--- src/rtl/logic_unit_pkg.sv ---
// Shared definitions for the pipelined bitwise logic unit: opcode width and
// the eight opcode encodings.
package logic_unit_pkg;

  localparam int OP_W = 3;

  localparam logic [OP_W-1:0] OP_AND  = 3'd0;
  localparam logic [OP_W-1:0] OP_OR   = 3'd1;
  localparam logic [OP_W-1:0] OP_NOT  = 3'd2;
  localparam logic [OP_W-1:0] OP_XOR  = 3'd3;
  localparam logic [OP_W-1:0] OP_NAND = 3'd4;
  localparam logic [OP_W-1:0] OP_NOR  = 3'd5;
  localparam logic [OP_W-1:0] OP_XNOR = 3'd6;
  localparam logic [OP_W-1:0] OP_PASS = 3'd7;

endpackage

--- src/rtl/logic_unit_if.sv ---
// Operand/result handshake bundle for logic_unit_pipe.
// The master side offers operands and consumes results; the slave side is the
// unit itself. Optional macro LOGIC_UNIT_FLAGS_EN adds the oZero/oParity flags.
interface logic_unit_if
  import logic_unit_pkg::*;
#(
  parameter int WIDTH = 8,
  parameter int CNT_W = 16
);

  logic             iValid;
  logic             oReady;
  logic [OP_W-1:0]  iOp;
  logic [WIDTH-1:0] iA;
  logic [WIDTH-1:0] iB;
  logic             oValid;
  logic             iReady;
  logic [WIDTH-1:0] oResult;
  logic [CNT_W-1:0] oOpCount;
`ifdef LOGIC_UNIT_FLAGS_EN
  logic             oZero;
  logic             oParity;
`endif

`ifdef LOGIC_UNIT_FLAGS_EN
  modport master (
    output iValid, iOp, iA, iB, iReady,
    input  oReady, oValid, oResult, oOpCount, oZero, oParity
  );

  modport slave (
    input  iValid, iOp, iA, iB, iReady,
    output oReady, oValid, oResult, oOpCount, oZero, oParity
  );
`else
  modport master (
    output iValid, iOp, iA, iB, iReady,
    input  oReady, oValid, oResult, oOpCount
  );

  modport slave (
    input  iValid, iOp, iA, iB, iReady,
    output oReady, oValid, oResult, oOpCount
  );
`endif

endinterface

--- src/rtl/logic_pipe_reg.sv ---
// Generic valid/ready register slice. The slice loads whenever it is empty or
// its downstream is taking the current word, so a chain of these gives full
// throughput with backpressure and never drops or duplicates a word.
module logic_pipe_reg #(
  parameter int WIDTH = 8
) (
  input  logic             iClk,
  input  logic             iRst_n,
  input  logic             iValid,
  output logic             oReady,
  input  logic [WIDTH-1:0] iData,
  output logic             oValid,
  input  logic             iReady,
  output logic [WIDTH-1:0] oData
);

  logic advance;

  assign advance = !oValid || iReady;
  assign oReady  = advance;

  // Capture a new word (or a bubble) only when the held word can move on.
  always_ff @(posedge iClk or negedge iRst_n) begin
    if (!iRst_n) begin
      oValid <= 1'b0;
      oData  <= '0;
    end else if (advance) begin
      oValid <= iValid;
      if (iValid) begin
        oData <= iData;
      end
    end
  end

endmodule

--- src/rtl/logic_unit_pipe.sv ---
// Two-stage pipelined WIDTH-bit bitwise logic unit with valid/ready handshake
// on both sides and a saturating count of delivered results.
// Stage 1 registers opcode and operands; the function is evaluated between the
// stages and stage 2 registers the result.
// Optional macro LOGIC_UNIT_FLAGS_EN adds registered zero and parity flags
// that travel with the result.
module logic_unit_pipe
  import logic_unit_pkg::*;
#(
  parameter int WIDTH = 8,
  parameter int CNT_W = 16
) (
  input  logic       iClk,
  input  logic       iRst_n,
  logic_unit_if.slave bus
);

`ifdef LOGIC_UNIT_FLAGS_EN
  localparam int S2_W = WIDTH + 2;
`else
  localparam int S2_W = WIDTH;
`endif
  localparam int S1_W = OP_W + 2 * WIDTH;

  function automatic logic [WIDTH-1:0] evalOp(
    input logic [OP_W-1:0]  op,
    input logic [WIDTH-1:0] a,
    input logic [WIDTH-1:0] b
  );
    logic [WIDTH-1:0] r;
    r = a;
    case (op)
      OP_AND:  r = a & b;
      OP_OR:   r = a | b;
      OP_NOT:  r = ~a;
      OP_XOR:  r = a ^ b;
      OP_NAND: r = ~(a & b);
      OP_NOR:  r = ~(a | b);
      OP_XNOR: r = ~(a ^ b);
      OP_PASS: r = a;
      default: r = a;
    endcase
    return r;
  endfunction

  function automatic logic [CNT_W-1:0] satInc(input logic [CNT_W-1:0] c);
    if (&c) begin
      return c;
    end
    return c + CNT_W'(1);
  endfunction

  logic [S1_W-1:0]  data_p0;
  logic             rdy_p0;
  logic             vld_p1;
  logic [S1_W-1:0]  data_p1;
  logic             rdy_p1;
  logic [OP_W-1:0]  op_p1;
  logic [WIDTH-1:0] a_p1;
  logic [WIDTH-1:0] b_p1;
  logic [WIDTH-1:0] result_p1;
  logic [S2_W-1:0]  res_p1;
  logic [S2_W-1:0]  data_p2;
  logic [CNT_W-1:0] opCount;

  assign data_p0 = {bus.iOp, bus.iA, bus.iB};

  // ---- stage 1: operand register ----
  logic_pipe_reg #(.WIDTH(S1_W)) u_s1 (
    .iClk   (iClk),
    .iRst_n (iRst_n),
    .iValid (bus.iValid),
    .oReady (rdy_p0),
    .iData  (data_p0),
    .oValid (vld_p1),
    .iReady (rdy_p1),
    .oData  (data_p1)
  );

  // Held off during reset so nothing is offered as accepted while the pipe clears.
  assign bus.oReady = iRst_n && rdy_p0;

  assign {op_p1, a_p1, b_p1} = data_p1;
  assign result_p1 = evalOp(op_p1, a_p1, b_p1);
`ifdef LOGIC_UNIT_FLAGS_EN
  assign res_p1 = {~|result_p1, ^result_p1, result_p1};
`else
  assign res_p1 = result_p1;
`endif

  // ---- stage 2: result register ----
  logic_pipe_reg #(.WIDTH(S2_W)) u_s2 (
    .iClk   (iClk),
    .iRst_n (iRst_n),
    .iValid (vld_p1),
    .oReady (rdy_p1),
    .iData  (res_p1),
    .oValid (bus.oValid),
    .iReady (bus.iReady),
    .oData  (data_p2)
  );

`ifdef LOGIC_UNIT_FLAGS_EN
  assign {bus.oZero, bus.oParity, bus.oResult} = data_p2;
`else
  assign bus.oResult = data_p2;
`endif

  // Count each result handed downstream, sticking at the maximum value.
  always_ff @(posedge iClk or negedge iRst_n) begin
    if (!iRst_n) begin
      opCount <= '0;
    end else if (bus.oValid && bus.iReady) begin
      opCount <= satInc(opCount);
    end
  end

  assign bus.oOpCount = opCount;

endmodule
--- src/flat_wrapper.sv ---
// flat-port wrapper written by rule: the top's interface ports become plain ports
module logic_unit_pipe_flat import logic_unit_pkg::*;
#(
  parameter int WIDTH = 8,
  parameter int CNT_W = 16
)
  (iClk, iRst_n, bus_iValid, bus_iOp, bus_iA, bus_iB, bus_iReady, bus_oReady, bus_oValid, bus_oResult, bus_oOpCount);
  logic_unit_if #(.WIDTH(WIDTH), .CNT_W(CNT_W)) bus_i ();
  input  logic iClk;
  input  logic iRst_n;
  input wire logic [$bits(bus_i.iValid)-1:0] bus_iValid;
  input wire logic [$bits(bus_i.iOp)-1:0] bus_iOp;
  input wire logic [$bits(bus_i.iA)-1:0] bus_iA;
  input wire logic [$bits(bus_i.iB)-1:0] bus_iB;
  input wire logic [$bits(bus_i.iReady)-1:0] bus_iReady;
  output wire logic [$bits(bus_i.oReady)-1:0] bus_oReady;
  output wire logic [$bits(bus_i.oValid)-1:0] bus_oValid;
  output wire logic [$bits(bus_i.oResult)-1:0] bus_oResult;
  output wire logic [$bits(bus_i.oOpCount)-1:0] bus_oOpCount;
  assign bus_i.iValid = bus_iValid;
  assign bus_i.iOp = bus_iOp;
  assign bus_i.iA = bus_iA;
  assign bus_i.iB = bus_iB;
  assign bus_i.iReady = bus_iReady;
  assign bus_oReady = bus_i.oReady;
  assign bus_oValid = bus_i.oValid;
  assign bus_oResult = bus_i.oResult;
  assign bus_oOpCount = bus_i.oOpCount;
  logic_unit_pipe #(.WIDTH(WIDTH), .CNT_W(CNT_W)) u_core (.iClk(iClk), .iRst_n(iRst_n), .bus(bus_i));
endmodule
--- config.mk ---
export PLATFORM = sky130hd
export DESIGN_NAME = logic_unit_pipe_flat
export DESIGN_NICKNAME = d
export VERILOG_FILES = /design/src/rtl/logic_unit_pkg.sv /design/src/rtl/logic_unit_if.sv /design/src/rtl/logic_pipe_reg.sv /design/src/rtl/logic_unit_pipe.sv /design/src/flat_wrapper.sv
export SDC_FILE = /design/constraint.sdc
export NUM_CORES = 1
export LEC_CHECK = 0
export CAP_MARGIN = 40
export CELL_PAD_IN_SITES_DETAIL_PLACEMENT = 2
export CELL_PAD_IN_SITES_GLOBAL_PLACEMENT = 2
export CORE_UTILIZATION = 30
export DETAILED_ROUTE_END_ITERATION = 12
export PLACE_DENSITY = 0.71
export SETUP_SLACK_MARGIN = 0.5
export SYNTH_ARGS = -nofsm -noshare
export SYNTH_HDL_FRONTEND = slang
export SYNTH_SLANG_ARGS = --single-unit
export TNS_END_PERCENT = 20
--- constraint.sdc ---
create_clock -name iClk -period 2.7 [get_ports iClk]
set_clock_uncertainty 0.15 [all_clocks]
set_input_delay 0.54 -clock iClk [delete_from_list [all_inputs] [get_ports iClk]]
set_output_delay 0.54 -clock iClk [all_outputs]
set_load 0.01 [all_outputs]
Yosys cells after proc, flatten, opt, wreduce, memory -nomap -nowiden
Index checks and enable logic that the tools add are counted.
{"block": "totals", "reg_bits": 45, "inputBits": 23}
{"block": "classes", "n_reduce_logical": 11, "muxes": 4, "eq_ne": 8, "n_addsub": 1, "bitwise_logic": 7}
{"cell": "$pmux 8 s8", "n": 1}
{"cell": "$not 8->8", "n": 4}
{"cell": "$add 16x1->16 const B", "n": 1}
{"cell": "$mux 16", "n": 1}
{"cell": "$reduce_and 16->1", "n": 1}
{"cell": "$eq 3x3->1 const B", "n": 4}
{"cell": "$and 8x8->8", "n": 1}
{"cell": "$or 8x8->8", "n": 1}
{"cell": "$xor 8x8->8", "n": 1}
{"cell": "$eq 3x2->1 const B", "n": 2}
{"cell": "$reduce_and 2->1", "n": 3}
{"cell": "$eq 3x1->1 const B", "n": 1}
{"cell": "$logic_not 3->1", "n": 1}
{"cell": "$logic_and 1x1->1", "n": 2}
{"cell": "$logic_not 1->1", "n": 2}
{"cell": "$logic_or 1x1->1", "n": 2}
{"cell": "$mux 1", "n": 2}
{"cell": "$ne 2x2->1 const B", "n": 1}

Longest topological paths before layout
Gate-level depths: netlist (run 1).
{"block": "logic_depth", "depth_word": 5, "ltp_mapped": 7, "ltp_nobuf": 7}

By module
Synthesis (run 1) repeated with hierarchy kept, for this count alone.
{"block": "unflattened", "hier_cells": 243, "hier_area_um2": 2795.2}
{"module": "logic_unit_pipe", "area_per_inst_um2": 1615.3, "seq_area_each_um2": 400.4, "instances": 1, "cells_each": 180}
{"module": "logic_pipe_reg (u_core.u_s1)", "area_per_inst_um2": 794.5, "seq_area_each_um2": 500.5, "instances": 1, "cells_each": 43}
{"module": "logic_pipe_reg (u_core.u_s2)", "area_per_inst_um2": 385.4, "seq_area_each_um2": 225.2, "instances": 1, "cells_each": 20}

Least setup slack after synthesis (run 1)
Ideal clock, no wire load.
{"block": "synth_path", "kind": "reg2reg", "start": "reg u_core.opCount[0] (netlist: u_core.bus.oOpCount[0])", "end": "reg u_core.opCount[11] (netlist: u_core.bus.oOpCount[11])", "t_required_ns": 2.411, "path_slack_ns": 0.807, "stages_incl_launch_ff": 6, "setup_ns": 0.139, "arrival_time_ns": 1.603, "cell_sequence": "dfrtp_1 ha_1 nand4_1 o41ai_4 nor4b_1 xor2_1"}
{"block": "synth_via", "elab_chain_cells": 5, "word_cells_on_any_way": 7, "cone_classes": "1 x add/sub; 1 x eq/ne; 3 x mux; 2 x reduce/logical"}
{"item": "start, declared", "line": "logic_unit_pipe.sv:64", "text": "logic [CNT_W-1:0] opCount;"}
{"item": "start signal, assigned", "line": "logic_unit_pipe.sv:114", "text": "opCount <= satInc(opCount);"}
{"item": "branches (longest 5 deep; another with $add 16x1->16)"}
Parallel ways; which one is timed is not known. The select of a mux whose other input is x is not followed.
A chain may end at the register's enable or synchronous reset.

Worst setup path after layout (run 1)
{"block": "layout_path", "start": "in bus_iReady", "end": "out bus_oReady"}
{"block": "layout_via", "elab_chain_cells": 3}
{"item": "start, declared", "line": "flat_wrapper.sv:15", "text": "input wire logic [$bits(bus_i.iReady)-1:0] bus_iReady;"}
{"item": "$logic_or 1x1->1 (2 in series)", "line": "logic_pipe_reg.sv:19", "text": "assign advance = !oValid || iReady;"}
{"item": "$logic_and 1x1->1", "line": "logic_unit_pipe.sv:81", "text": "assign bus.oReady = iRst_n && rdy_p0;"}
{"item": "end, declared", "line": "flat_wrapper.sv:16", "text": "output wire logic [$bits(bus_i.oReady)-1:0] bus_oReady;"}
Every way passes these cells.

==> run metrics, run 1 <==
status=completed; xor and xnor area share after synthesis=4.68%; post-DR vias/cell=5.11; worst slew pin tran=619 ps; share of layout cells above drive strength 1=14.0%; DR iter-0 viols=25; hold_buf cts=0; Hold Slack=237 ps; asr flop ratio synth=100%; top post-synthesis cells by area=dfrtp_1 (43%), mux2_2 (9.5%), ha_1 (8.1%); Simple-Gate Fraction of Synth Area=14.7%; vias in the first global route=2304; worst skew pair latency=310 ps; Slew Limit Fails=0; largest area contributor in the netlist=dfrtp_1; top cell family by delay on the critical path=buffers and inverters; routed len/inst=15.9 um; Syn Area/Cell=10.0 um^2; Crit Path Class=in -> out; antenna-violating nets left=0; period utilisation layout=79.3%; Sum Neg Setup Slack=0 ps; Largest stage delay, worst path=270 ps; flop2flop setup slack=770 ps; initial antenna violation count=0; Synth Area in Compound Gates=12.3%; Startpoint Class=input port; Slew headroom=58.7%; EDFF count, synth=0; Reg clk slew, reported paths=100 ps; min cycle time layout=2140 ps; fmax=0.467 GHz; CP bufs+invs=2; leakage=0.00148 uW; CTS tree=done; Yosys top cell area share=43.0%; # nets final=354; RSZ-0062 raised after global routing=yes; Pre-antenna DRT Iters=4; Ports=49; Synth cell types=35; area grow syn2layout=27.1%; Syn. warnings=0; syn_nets=301; Cell Rows=33; Die W=95.5 um; Synth top cells by count=dfrtp_1 (45), nand2_1 (23), mux2_2 (22); CP arrival=1450 ps; GP Congestion=0.751; final hold vios=0; CP max FO=4; RR Startpoint=u_core.u_s1.oData[17]; drt total wl=6.68 mm; die area=9120 um^2; DR DRC count=0; class of the worst hold path=in -> async; detailed placement HPWL=4.88 mm; CTS Buf Count=5; global-route wire length before repair=11.4 mm; Peak VDD IR=338 uV; CP Capture Type=output pin; Seq/Total Area, Yosys=43.0%; Pwr per Cell Area=648 nW/um^2; largest family of logic cells by synthesized area=simple AND/OR/NAND/NOR gates; vias post-DR=2147; CP dominant cell by count=dlygate4sd2_1; Remaining Overflow, GRT=0; GRT Total Usage=16.4%; Critical Path Stages=4; Mapped Cells=261; Critical Path RT=2010 ps; Max-Cap Viols=0; largest net degree at the start of global routing=46; final-layout fill cell count=923; top-count cell post-synth=dfrtp_1; clk buf depth=2; Port Buf Inserts=48; CTS Sinks=45; mux share of post-synthesis cell area=12.9%; FF-to-FF End=u_core.u_s2.oData[7]; crit-path cells=dlygate4sd2_1 -> nand3b_1 -> and2_1 -> dlygate4sd2_1; Adder-Cell Fraction of Synth Area=8.11%; Root Buffer=clkbuf_8; final setup fails=0; Core ar.=8340 um^2; slowest CP cell=dlygate4sd2_1; Antenna Cells=0; die height=95.5 um; flops & latches, synth=45; Initial Util=31.4%; ys flop type=dfrtp_1; Mapped Area=2620 um^2; FF-to-FF path depth=5; H-tree depth=2
## routing by layer
layer	part of all wire [%]	global-route usage [%]	routed length, um	vias up
met5	0	0	0	-
met4	1.2	4.48	79	0
met3	4.0	3.03	269	7
met2	49	28.4	3300	34
met1	45	20.7	3040	1080
li1	-	-	-	1026
## through the flow
step	cells	setup WS (ps)	utilization (%)	area, um^2	power, uW
2_1_floorplan	261	807	-	2620	1380
3_3_place_gp	409	111	38.7	3220	1710
3_5_place_dp	409	82.3	38.7	3220	1750
4_1_cts	418	547	39.8	3320	2200
5_1_grt	420	497	39.9	3330	2320
6_report	420	560	39.9	3330	2160
## cell usage in the layout (no fill, tap or decap), drive strengths merged, types with 13 or more instances in the layout
master,count
clkdlybuf4s50,45
mux2,22
o21ai,13
nand2,23
inv,19
dfrtp,45
nor2,18
ha,17
## report_power, final
part / total, uW / leakage [uW] / internal, uW / switching [uW]
clock network: 436 / 0.0000439 / 179 / 257
logic: 761 / 0.000880 / 415 / 346
registers: 961 / 0.000551 / 801 / 160
total: 2160 / 0.00148 / 1400 / 763
## flip-flops by register name (all words and copies together) (netlist names)
register and flops:
u_core.u_s1.oValid 1, u_core.u_s1.oData 19, u_core.u_s2.oValid 1, u_core.u_s2.oData 8
u_core.bus.oOpCount 16
## worst register-to-register path: stages, from the launching register on
cell	delay [ps]
dfrtp_1	740
inv_1	140
or3_1	390
o21ai_0	80
a221oi_1	100
o31ai_1	240
## layout make-up
class	instances	area, um^2	area share (%)
sequential	45	1130	33.8
tap	105	131	3.94
clock inverter	3	17.5	0.526
inverter	20	75.1	2.25
clock buffer	5	68.8	2.07
timing repair buffer	56	533	16.0
multi-input combinational	186	1380	41.4
## repair_timing
item                       4_1_cts  5_1_grt
pin swaps                        0        1
setup endpoints to repair        1       10
cloned                           0        0
setup buffers                    1        2
gates resized for setup          2        0
## cells by family after synthesis
| group | count (synthesis) |
|---|---|
| buffers and inverters | 30 |
| AND/OR/NAND/NOR | 76 |
| AO/OA/AOI/OAI | 48 |
| multiplexers | 31 |
| flip-flops | 45 |
| adder cells (fa/ha/maj) | 17 |
| XOR/XNOR | 14 |
## how the worst max path moves through the flow
stage	start	to	slack (ps)
6_report	bus_iReady	bus_oReady	560
5_1_grt	bus_iReady	bus_oReady	500
3_5_place_dp	bus_iReady	bus_oReady	80
4_1_cts	u_core.bus.oOpCount[0]	u_core.bus.oOpCount[2]	550
3_3_place_gp	bus_iReady	bus_oReady	110
2_1_floorplan	u_core.bus.oOpCount[0]	u_core.bus.oOpCount[11]	810
Note: power is estimated with default switching activity, not from simulation.
==> run 2, diff against run 1 <==
--- a/config.mk
+++ b/config.mk
@@ -8,9 +8,9 @@
 export CAP_MARGIN = 40
 export CELL_PAD_IN_SITES_DETAIL_PLACEMENT = 2
 export CELL_PAD_IN_SITES_GLOBAL_PLACEMENT = 2
-export CORE_UTILIZATION = 30
+export CORE_UTILIZATION = 29
 export DETAILED_ROUTE_END_ITERATION = 12
-export PLACE_DENSITY = 0.71
+export PLACE_DENSITY = 0.72
 export SETUP_SLACK_MARGIN = 0.5
 export SYNTH_ARGS = -nofsm -noshare
 export SYNTH_HDL_FRONTEND = slang
==> constraint.sdc (replaced) <==
create_clock -name iClk -period 1.73 [get_ports iClk]
set_clock_uncertainty 0.15 [all_clocks]
set_input_delay 0.346 -clock iClk [delete_from_list [all_inputs] [get_ports iClk]]
set_output_delay 0.346 -clock iClk [all_outputs]
set_load 0.01 [all_outputs]
==> run 2 against run 1 <==
  * The run now ends with negative setup slack left
  * Flip-flop and latch count unchanged
  * Global-route usage increased by 1.2 points
  * Non-clock buffer count increased by 52
  * Via count increased by 12%
  * Sequential share of layout area decreased by 7.4 points
  * Die area increased by 3.4%
  * Critical path type is now reg -> reg
==> run metrics, run 2 (same netlist as run 1, synthesis figures left out) <==
status=complete, but fails checks; failing checks=negative setup slack; Reg with most FFs=u_core.u_s1.oData; switching share of total power=34.9% (-0.42 points); detailed placement HPWL=5.46 mm (+12%); Slew headroom=58.7% (about the same); Peak VDD IR=548 uV (+62%); Max-Cap Viols=0 (unchanged); Root Buffer=clkbuf_8; Cell Rows=34 (+3.0%); final hold vios=0 (unchanged); CP max FO=7 (+3); Ports=49 (unchanged); Slew Limit Fails=0 (unchanged); RSZ-0062 raised after global routing=yes; drt total wl=8.84 mm (+32%); worst slew pin tran=620 ps (+0.723 ps); min cycle time layout=1750 ps; leakage=0.00200 uW (+36%); fmax=0.570 GHz; Port Buf Inserts=48 (unchanged); global-route wire length before repair=13.1 mm (+15%); Antenna Cells=0 (unchanged); die area=9420 um^2 (+3.4%); switching power=1460 uW (+92%); CTS Sinks=45 (unchanged); commonest non-fill, non-tap cells in the layout=dfrtp_1 (42), buf_6 (38), buf_4 (31); max reg flops=19 (unchanged); period utilisation layout=101%; DR DRC count=0 (unchanged); worst skew pair latency=300 ps (about the same); flop2flop setup slack=-20 ps (-790 ps); Core ar.=8720 um^2 (+4.6%); Internal=2720 uW (+95%); post-DR vias/cell=5.08 (-0.54%); CTS Buf Count=5 (unchanged); vias post-DR=2415 (+12%); antenna-violating nets left=0 (unchanged); share of layout cells above drive strength 1=47.4% (+33 points); GP Congestion=0.736 (-2.1%); top cell family by delay on the critical path=simple AND/OR/NAND/NOR gates; Sum Neg Setup Slack=-24.1 ps (-24.1 ps); Post-Layout Cell Count=475 (+13%); clk buf depth=2 (unchanged); CP bufs+invs=1 (-1); area grow syn2layout=62.9%; die height=97.1 um (+1.7%); DR iter-0 viols=66 (+160%); clock power share=20.6% (+0.4 points); Die W=97.1 um (+1.7%); CTS tree=done; initial antenna violation count=0 (unchanged); H-tree depth=2 (unchanged); Initial Util=30.1% (-1.4 points); Comb power frac=44.9% (+9.6 points); Reg clk slew, reported paths=90 ps (about the same); Cells after DPL=445 (+8.8%); crit-path cells=ha_4 -> nand4_1 -> o41ai_4 -> buf_6 -> or3_4 -> xnor2_2; Pwr per Cell Area=981 nW/um^2 (+51%); Remaining Overflow, GRT=0 (unchanged); CP Capture Type=flip-flop; Startpoint Class=flip-flop; sequential power share=34.4% (-10 points); most common cell after layout, fill and taps aside=dfrtp_1; Pre-antenna DRT Iters=4 (unchanged); slowest CP cell=dfrtp_2; Critical Path RT=1780 ps (-230 ps); GRT Total Usage=17.5% (+1.2 points); Largest stage delay, worst path=440 ps (+170 ps); final setup fails=1 (+1); Crit Path Class=reg -> reg; routed len/inst=18.6 um (+17%); CP arrival=1810 ps (+360 ps); # nets final=406 (+15%); largest net degree at the start of global routing=46 (unchanged); class of the worst hold path=in -> async; slack of the critical path=-24.1 ps (-584 ps); vias in the first global route=2651 (+15%)
## run 2: cell count changes in the layout (fill, tap and decap cells not counted), moves of 8 or more
cell,change
buf_6,+38
clkdlybuf4s50_1,-25
buf_4,+23
mux2_2,-19
mux2_4,+19
buf_2,+11
o21ai_0,-10
ha_1,-8
o21ai_1,+8
## run 2: timing repair
item                                    in CTS  in global routing
pin swaps                                   15                 29
buffers inserted                            13                  8
gates resized for setup                     72                159
cloned                                       1                  0
endpoints found under the setup margin      69                 69
hold buffers                                 0                  0
## run 2: through the flow
| step | utilization (%) | power [uW] | setup WS (ps) | hold WS (ps) | area, um^2 |
|---|---|---|---|---|---|
| 2_1_floorplan | - | 2170 | -20.8 | -99.6 | 2630 |
| 3_3_place_gp | 40.4 | 2840 | -441 | 310 | 3520 |
| 3_5_place_dp | 40.4 | 2920 | -451 | 328 | 3520 |
| 4_1_cts | 43.9 | 3930 | 5.22 | 106 | 3830 |
| 5_1_grt | 49.0 | 4450 | -97.0 | 113 | 4270 |
| 6_report | 49.0 | 4190 | -24.1 | 81.2 | 4270 |
## run 2: final timing paths
path                                        start                endpoint  cells after the start
min reg2reg                  u_core.u_s2.oData[0]    u_core.u_s2.oData[0]                      2
min in group iClk            u_core.u_s2.oData[0]    u_core.u_s2.oData[0]                      2
max in group asynchronous                  iRst_n    u_core.u_s1.oData[8]                      2
max                        u_core.bus.oOpCount[0]  u_core.bus.oOpCount[8]                      6
min                                        iRst_n    u_core.u_s1.oData[4]                      2
max reg2reg                u_core.bus.oOpCount[0]  u_core.bus.oOpCount[8]                      6
## run 2: cell type report
cell class | count | area (um^2)
fillers | 873 | 4450
clock buffers | 6 | 82.6
inverters | 20 | 80.1
repair buffers | 108 | 1020
clock inverters | 2 | 37.5
well taps | 108 | 135
multi-input cells | 186 | 1790
flip-flops and latches | 45 | 1130
## run 2: power by group through the flow
stage / Clock, uW / Sequential [uW] / Combinational, uW
after floorplan: 0 / 1510 / 655
after global placement: 0 / 1410 / 1430
after detailed placement: 0 / 1430 / 1500
after CTS: 890 / 1420 / 1610
after global routing: 937 / 1470 / 2050
final: 864 / 1440 / 1880
## run 2: metal layers
metal	GRT usage, %	up-vias	share of wire (%)
li1	-	1132	-
met1	20.5	1238	41
met2	32.0	38	54
met3	3.60	7	3.6
met4	4.94	0	0.79
met5	0	-	0
